### config.mk
export PLATFORM = sky130hd
export DESIGN_NAME = temporal_encoder
export DESIGN_NICKNAME = d
export VERILOG_FILES = /design/src/rtl/temporal_encoder_pkg.sv /design/src/rtl/temporal_encoder_gamma_counter.sv /design/src/rtl/temporal_encoder.sv
export SDC_FILE = /design/constraint.sdc
export NUM_CORES = 1
export LEC_CHECK = 0
export CAP_MARGIN = 10
export CORE_ASPECT_RATIO = 1.2
export CORE_MARGIN = 5
export CORE_UTILIZATION = 45
export CTS_CLUSTER_DIAMETER = 100
export DETAILED_ROUTE_END_ITERATION = 10
export GPL_ROUTABILITY_DRIVEN = 0
export PLACE_DENSITY = 0.67
export SETUP_SLACK_MARGIN = 0.15
export SYNTH_ARGS = -nofsm -noshare
export SYNTH_HDL_FRONTEND = slang
export SYNTH_HIERARCHICAL = 1
export SYNTH_SLANG_ARGS = --single-unit
### constraint.sdc
create_clock -name aclk -period 2.23 [get_ports aclk]
set_input_delay 0.446 -clock aclk [delete_from_list [all_inputs] [get_ports aclk]]
set_output_delay 0.446 -clock aclk [all_outputs]
set_load 0.05 [all_outputs]
### src/rtl/temporal_encoder_pkg.sv
// Shared definitions for the race-logic temporal encoder and its gamma framing.
package temporal_pkg;

  typedef enum logic [1:0] {
    ST_WAIT,
    ST_PULSE,
    ST_DONE
  } enc_state_t;

  // Width of a field that must hold 0..n-1; never narrower than one bit.
  function automatic int unsigned slot_width(input int unsigned n);
    return (n <= 2) ? 1 : $clog2(n);
  endfunction

  // Values at or above this threshold encode "no spike"; the last slot is reserved for reset.
  function automatic int unsigned null_threshold(input int unsigned gamma_cycle_width);
    return gamma_cycle_width - 1;
  endfunction

endpackage

### src/rtl/temporal_encoder_gamma_counter.sv
// Gamma framing: free-running slot counter, registered reset strobe in the last slot.
module gamma_counter
  import temporal_pkg::*;
#(
  parameter int unsigned GAMMA_CYCLE_WIDTH = 16,
  parameter int unsigned VAL_W             = slot_width(GAMMA_CYCLE_WIDTH)
) (
  input  logic             aclk,
  input  logic             grst,
  output logic [VAL_W-1:0] slot,
  output logic             gamma_rst,
  output logic             boundary
);

  localparam logic [VAL_W-1:0] LAST_SLOT = VAL_W'(GAMMA_CYCLE_WIDTH - 1);

  logic [VAL_W-1:0] r_slot;
  logic [VAL_W-1:0] w_slot_nxt;
  logic             r_gamma_rst;

  always_comb begin
    w_slot_nxt = (r_slot == LAST_SLOT) ? '0 : r_slot + VAL_W'(1);
  end

  always_ff @(posedge aclk or posedge grst) begin
    if (grst) begin
      r_slot      <= '0;
      r_gamma_rst <= 1'b0;
    end else begin
      r_slot      <= w_slot_nxt;
      r_gamma_rst <= (w_slot_nxt == LAST_SLOT);
    end
  end

  assign slot      = r_slot;
  assign gamma_rst = r_gamma_rst;
  assign boundary  = r_gamma_rst;

endmodule

### src/rtl/temporal_encoder.sv
// Binary-to-race-logic encoder: one pulse per gamma, leading edge at slot == value.
// Optional macro HOLD_LAST_EN: re-emit the last value every gamma while no new value arrives.
module temporal_encoder
  import temporal_pkg::*;
#(
  parameter int unsigned GAMMA_CYCLE_WIDTH = 16,
  parameter int unsigned PULSE_WIDTH       = 8,
  parameter int unsigned VAL_W             = $clog2(GAMMA_CYCLE_WIDTH)
) (
  input  logic             aclk,
  input  logic             grst,
  input  logic             in_valid,
  output logic             in_ready,
  input  logic [VAL_W-1:0] in_value,
  input  logic             in_null,
  output logic [VAL_W-1:0] slot,
  output logic             gamma_rst,
  output logic             pulse_out
);

  localparam int unsigned      CNT_W     = slot_width(PULSE_WIDTH);
  localparam logic [CNT_W-1:0] CNT_LOAD  = CNT_W'(PULSE_WIDTH - 1);
  localparam logic [VAL_W-1:0] LAST_SLOT = VAL_W'(GAMMA_CYCLE_WIDTH - 1);
  localparam logic [VAL_W-1:0] NULL_VAL  = VAL_W'(null_threshold(GAMMA_CYCLE_WIDTH));

  logic [VAL_W-1:0] w_slot;
  logic [VAL_W-1:0] w_slot_nxt;
  logic             w_boundary;
  logic             w_xfer;
  logic             w_pend_full_nxt;

  logic             r_in_ready;
  logic             r_pend_full;
  logic [VAL_W-1:0] r_pend_val;
  logic             r_pend_null;
  logic [VAL_W-1:0] r_act_val;
  logic             r_act_null;
  logic [VAL_W-1:0] w_act_val_nxt;
  logic             w_act_null_nxt;

  enc_state_t       r_state;
  enc_state_t       w_state_nxt;
  logic [CNT_W-1:0] r_cnt;
  logic [CNT_W-1:0] w_cnt_nxt;
  logic             r_pulse;
  logic             w_pulse_nxt;

  gamma_counter #(
    .GAMMA_CYCLE_WIDTH(GAMMA_CYCLE_WIDTH),
    .VAL_W            (VAL_W)
  ) u_gamma_counter (
    .aclk     (aclk),
    .grst     (grst),
    .slot     (w_slot),
    .gamma_rst(gamma_rst),
    .boundary (w_boundary)
  );

  assign w_slot_nxt      = w_boundary ? '0 : w_slot + VAL_W'(1);
  assign w_xfer          = in_valid && r_in_ready;
  assign w_pend_full_nxt = w_xfer || (r_pend_full && !w_boundary);

  always_ff @(posedge aclk or posedge grst) begin
    if (grst) begin
      r_in_ready  <= 1'b1;
      r_pend_full <= 1'b0;
      r_pend_val  <= '0;
      r_pend_null <= 1'b1;
      r_act_val   <= '0;
      r_act_null  <= 1'b1;
    end else begin
      r_in_ready  <= !w_pend_full_nxt;
      r_pend_full <= w_pend_full_nxt;
      if (w_xfer) begin
        r_pend_val  <= in_value;
        r_pend_null <= in_null || (in_value >= NULL_VAL);
      end
      r_act_val  <= w_act_val_nxt;
      r_act_null <= w_act_null_nxt;
    end
  end

  always_comb begin
    w_act_val_nxt  = r_act_val;
    w_act_null_nxt = r_act_null;
    if (w_boundary) begin
      if (r_pend_full) begin
        w_act_val_nxt  = r_pend_val;
        w_act_null_nxt = r_pend_null;
      end else begin
`ifdef HOLD_LAST_EN
        w_act_null_nxt = r_act_null;
`else
        w_act_null_nxt = 1'b1;
`endif
      end
    end
  end

  always_ff @(posedge aclk or posedge grst) begin
    if (grst) begin
      r_state <= ST_WAIT;
      r_cnt   <= '0;
      r_pulse <= 1'b0;
    end else begin
      r_state <= w_state_nxt;
      r_cnt   <= w_cnt_nxt;
      r_pulse <= w_pulse_nxt;
    end
  end

  // The boundary evaluates against the incoming active value so a value of 0 pulses in slot 0.
  always_comb begin
    w_state_nxt = r_state;
    w_cnt_nxt   = r_cnt;
    if (w_boundary) begin
      if (!w_act_null_nxt && (w_act_val_nxt == '0)) begin
        w_state_nxt = ST_PULSE;
        w_cnt_nxt   = CNT_LOAD;
      end else begin
        w_state_nxt = ST_WAIT;
      end
    end else begin
      case (r_state)
        ST_WAIT: begin
          if (!r_act_null && (w_slot_nxt == r_act_val)) begin
            w_state_nxt = ST_PULSE;
            w_cnt_nxt   = CNT_LOAD;
          end
        end
        ST_PULSE: begin
          if ((r_cnt == '0) || (w_slot_nxt == LAST_SLOT)) begin
            w_state_nxt = ST_DONE;
          end else begin
            w_cnt_nxt = r_cnt - CNT_W'(1);
          end
        end
        default: w_state_nxt = ST_DONE;
      endcase
    end
  end

  always_comb begin
    w_pulse_nxt = (w_state_nxt == ST_PULSE);
  end

  assign in_ready  = r_in_ready;
  assign slot      = w_slot;
  assign pulse_out = r_pulse;

endmodule
==> summary.md <==
| Metric | Value |
|---|---|
| Clock root cell | `clkbuf_4` |
| Met3 WL | `70 um` |
| Top Metal Used | `met4` |
| Clock Skew | `0.00267 ns` |
| Placed cells | `146` |
| DPL Wire Length | `1430 um` |
| Post-synth cell types | `34` |
| Area of the core | `2480 um^2` |
| Ys Warns | `6` |
| Fraction of the yosys area taken by sequential cells | `51.0%` |
| Worst Path Buf+Inv | `1` |
| Final setup viols | `0` |
| Max Cap Viol | `0` |
| Vias in the first global route | `806` |
| Mapped Cells | `100` |
| Worst Setup End Kind | `output port` |
| Clock transition at the registers of the reported paths | `0.12 ns` |
| Die H | `65.0 um` |
| Synth-to-Final Area Change | `17.5%` |
| Slowest-stage cell, CP | `clkdlybuf4s50_1` |
| Post-synthesis net count | `113` |
| Htree depth | `1` |
| Hold_buf cts | `0` |
| Final nets | `131` |
| Hold Violations, Final | `0` |
| Min Tclk post-route | `1.91 ns` |
| Peak VDD IR | `558 uV` |
| PwrDens | `846 nW/um^2` |
| Max Slew Vio Count | `0` |
| Status | `completed` |
| Crit-path cells | `clkdlybuf4s50_1` |
| IO Count | `15` |
| Metal2 WL | `955 um` |
| Fmax | `0.523 GHz` |
| RSZ-0062 raised after global routing | `false` |
| Rel. slew slack | `56.0%` |
| Diode count | `0` |
| Grt total ovfl | `0` |
| Total routed wirelength | `1870 um` |
| Fill cell count | `239` |
| Via count | `755` |
| Dpl ws | `0.310 ns` |
| Mapped cell area | `1140 um^2` |
| Worst EP arrival | `1.46 ns` |
| CP Max Fanout | `2` |
| Post-route ant nets | `0` |
| # port buffers | `14` |
| Avg WL per Cell | `12.5 um` |
| Initial Util | `45.9%` |
| Commonest non-fill, non-tap cell in the layout | `dfrtp_1` |
| Post-Syn Area per Cell | `11.4 um^2` |
| Max Root-Sink Buffers | `2` |
| Total Power | `1.13 mW` |
| Family with the most delay on the worst path | `buffers and inverters` |
| First-pass GRT wire length | `3430 um` |
| Tcrit/Tclk final | `85.7%` |
| Final cell count without fillers | `150` |
| Largest net degree at the start of global routing | `19` |
| Most frequent cells in the layout | `19 x dfrtp_1, 14 x inv_1, 9 x clkdlybuf4s50_1` |
| Area of the multi-input gates | `493 um^2` |
| Async SR Flop Fraction | `100%` |
| Seq cells post-synth | `23` |
| Initial antenna violation count | `0` |
| Element type at the critical path start | `register` |
| Final Util | `53.9%` |
| Share of cells above drive strength 1 | `17.9%` |
| CP Data Required Time | `1.78 ns` |
| WHS | `0.347 ns` |
| Pleak | `0.633 nW` |
| TritonCTS Buffers | `3` |
| Least-Margin Pin Slew | `0.659 ns` |
| CTS Sinks | `23` |
| DIE WIDTH | `55.9 um` |
| Min-Delay Path Class | `in2async` |
| Biggest cell delay along the critical path | `0.80 ns` |
| Total routing usage reported by global routing | `11.9%` |
| EDFF count, synth | `0` |
| Final WS setup | `0.319 ns` |
| Via density | `5.03` |
| Std cell rows | `20` |
| Register area | `581 um^2` |
| Detailed Route Iter0 Violations | `14` |
| Setup TNS | `0 ns` |
| Fin area | `1340 um^2` |
| TritonCTS clock tree | `done` |
| Kind of critical path | `reg2out` |
| Die area | `3630 um^2` |
| M1 wire length | `830 um` |
| Clock Latency Late Sink | `0.30 ns` |
| Drt drc | `0` |
| Placed cell area | `1310 um^2` |
| Post-synth top flop | `dfrtp_1` |
| DR pass1 iterations | `4` |
[routing by layer]
layer | GRT usage, % | vias to the layer above
met2 | 22.6 | 14
met1 | 12.5 | 358
met5 | 0 | -
met3 | 2.19 | 2
li1 | - | 381
met4 | 5.34 | 0
[layout make-up]
type / instances / share of cell area, %
Sequential cell: 23 / 43.5
Multi-Input combinational cell: 61 / 36.9
Clock buffer: 4 / 1.97
Tap cell: 33 / 3.09
Timing Repair Buffer: 15 / 10.6
Inverter: 14 / 3.94
[power breakdown]
| group | leakage, nW | switching, mW | total, mW | internal [mW] |
|---|---|---|---|---|
| clock network | 0.0150 | 0.119 | 0.188 | 0.0697 |
| registers | 0.279 | 0.0603 | 0.596 | 0.535 |
| logic | 0.340 | 0.173 | 0.346 | 0.173 |
[registers in the layout, summed over array words and instances, names as in the netlist]
signal / cells
pulse_out: 1
r_act_null: 1
r_pend_null: 1
in_ready: 1
r_pend_val: 4
r_cnt: 3
r_act_val: 4
r_state: 2
u_gamma_counter/slot: 4
u_gamma_counter/boundary: 1
r_pend_full: 1
[what timing repair did]
action / 4_1_cts / 5_1_grt
endpoints found under the hold margin: 0 / 0
gates cloned: 0 / 0
buffers inserted: 0 / 0
setup endpoints to repair: 5 / 2
resized for setup: 5 / 1
[path summary, 6_finish.rpt]
kind	start	end	slack [ns]	cells after the start
max in group asynchronous	grst	r_cnt[0]	1.27	2
min reg2reg	r_pend_null	r_pend_null	0.50	2
max reg2reg	u_gamma_counter/slot[0]	r_cnt[0]	0.32	6
min	grst	u_gamma_counter/slot[2]	0.35	2
max	u_gamma_counter/boundary	gamma_rst	0.32	1
min in group aclk	r_pend_null	r_pend_null	0.50	2
[synth_stat cells, types with 2 or more instances]
cell type	number	area, um^2
a21oi_1	2	10.0
o21ai_0	7	35.0
xnor2_1	2	17.5
inv_1	14	52.6
nand2_1	6	22.5
nor2_1	5	18.8
a2bb2oi_1	2	17.5
dfstp_2	3	78.8
mux2_2	8	90.1
a21o_1	2	15.0
dfrtp_1	20	500
xor2_1	2	17.5
mux2i_1	2	20.0
ha_1	5	62.6
[cell families (layout without fill, tap and decap cells)]
family,after synthesis,after routing,share of synthesized area (%)
and+or+nand+nor,20,20,9.47
AOI/OAI and AO/OA,21,21,14.0
buffers and inverters,16,33,6.28
DFF,23,23,51.0
adders and majority gates,5,5,5.51
xor gates and xnor gates,4,4,3.08
muxes,11,11,10.7
Power figures use the tool's default switching activity.
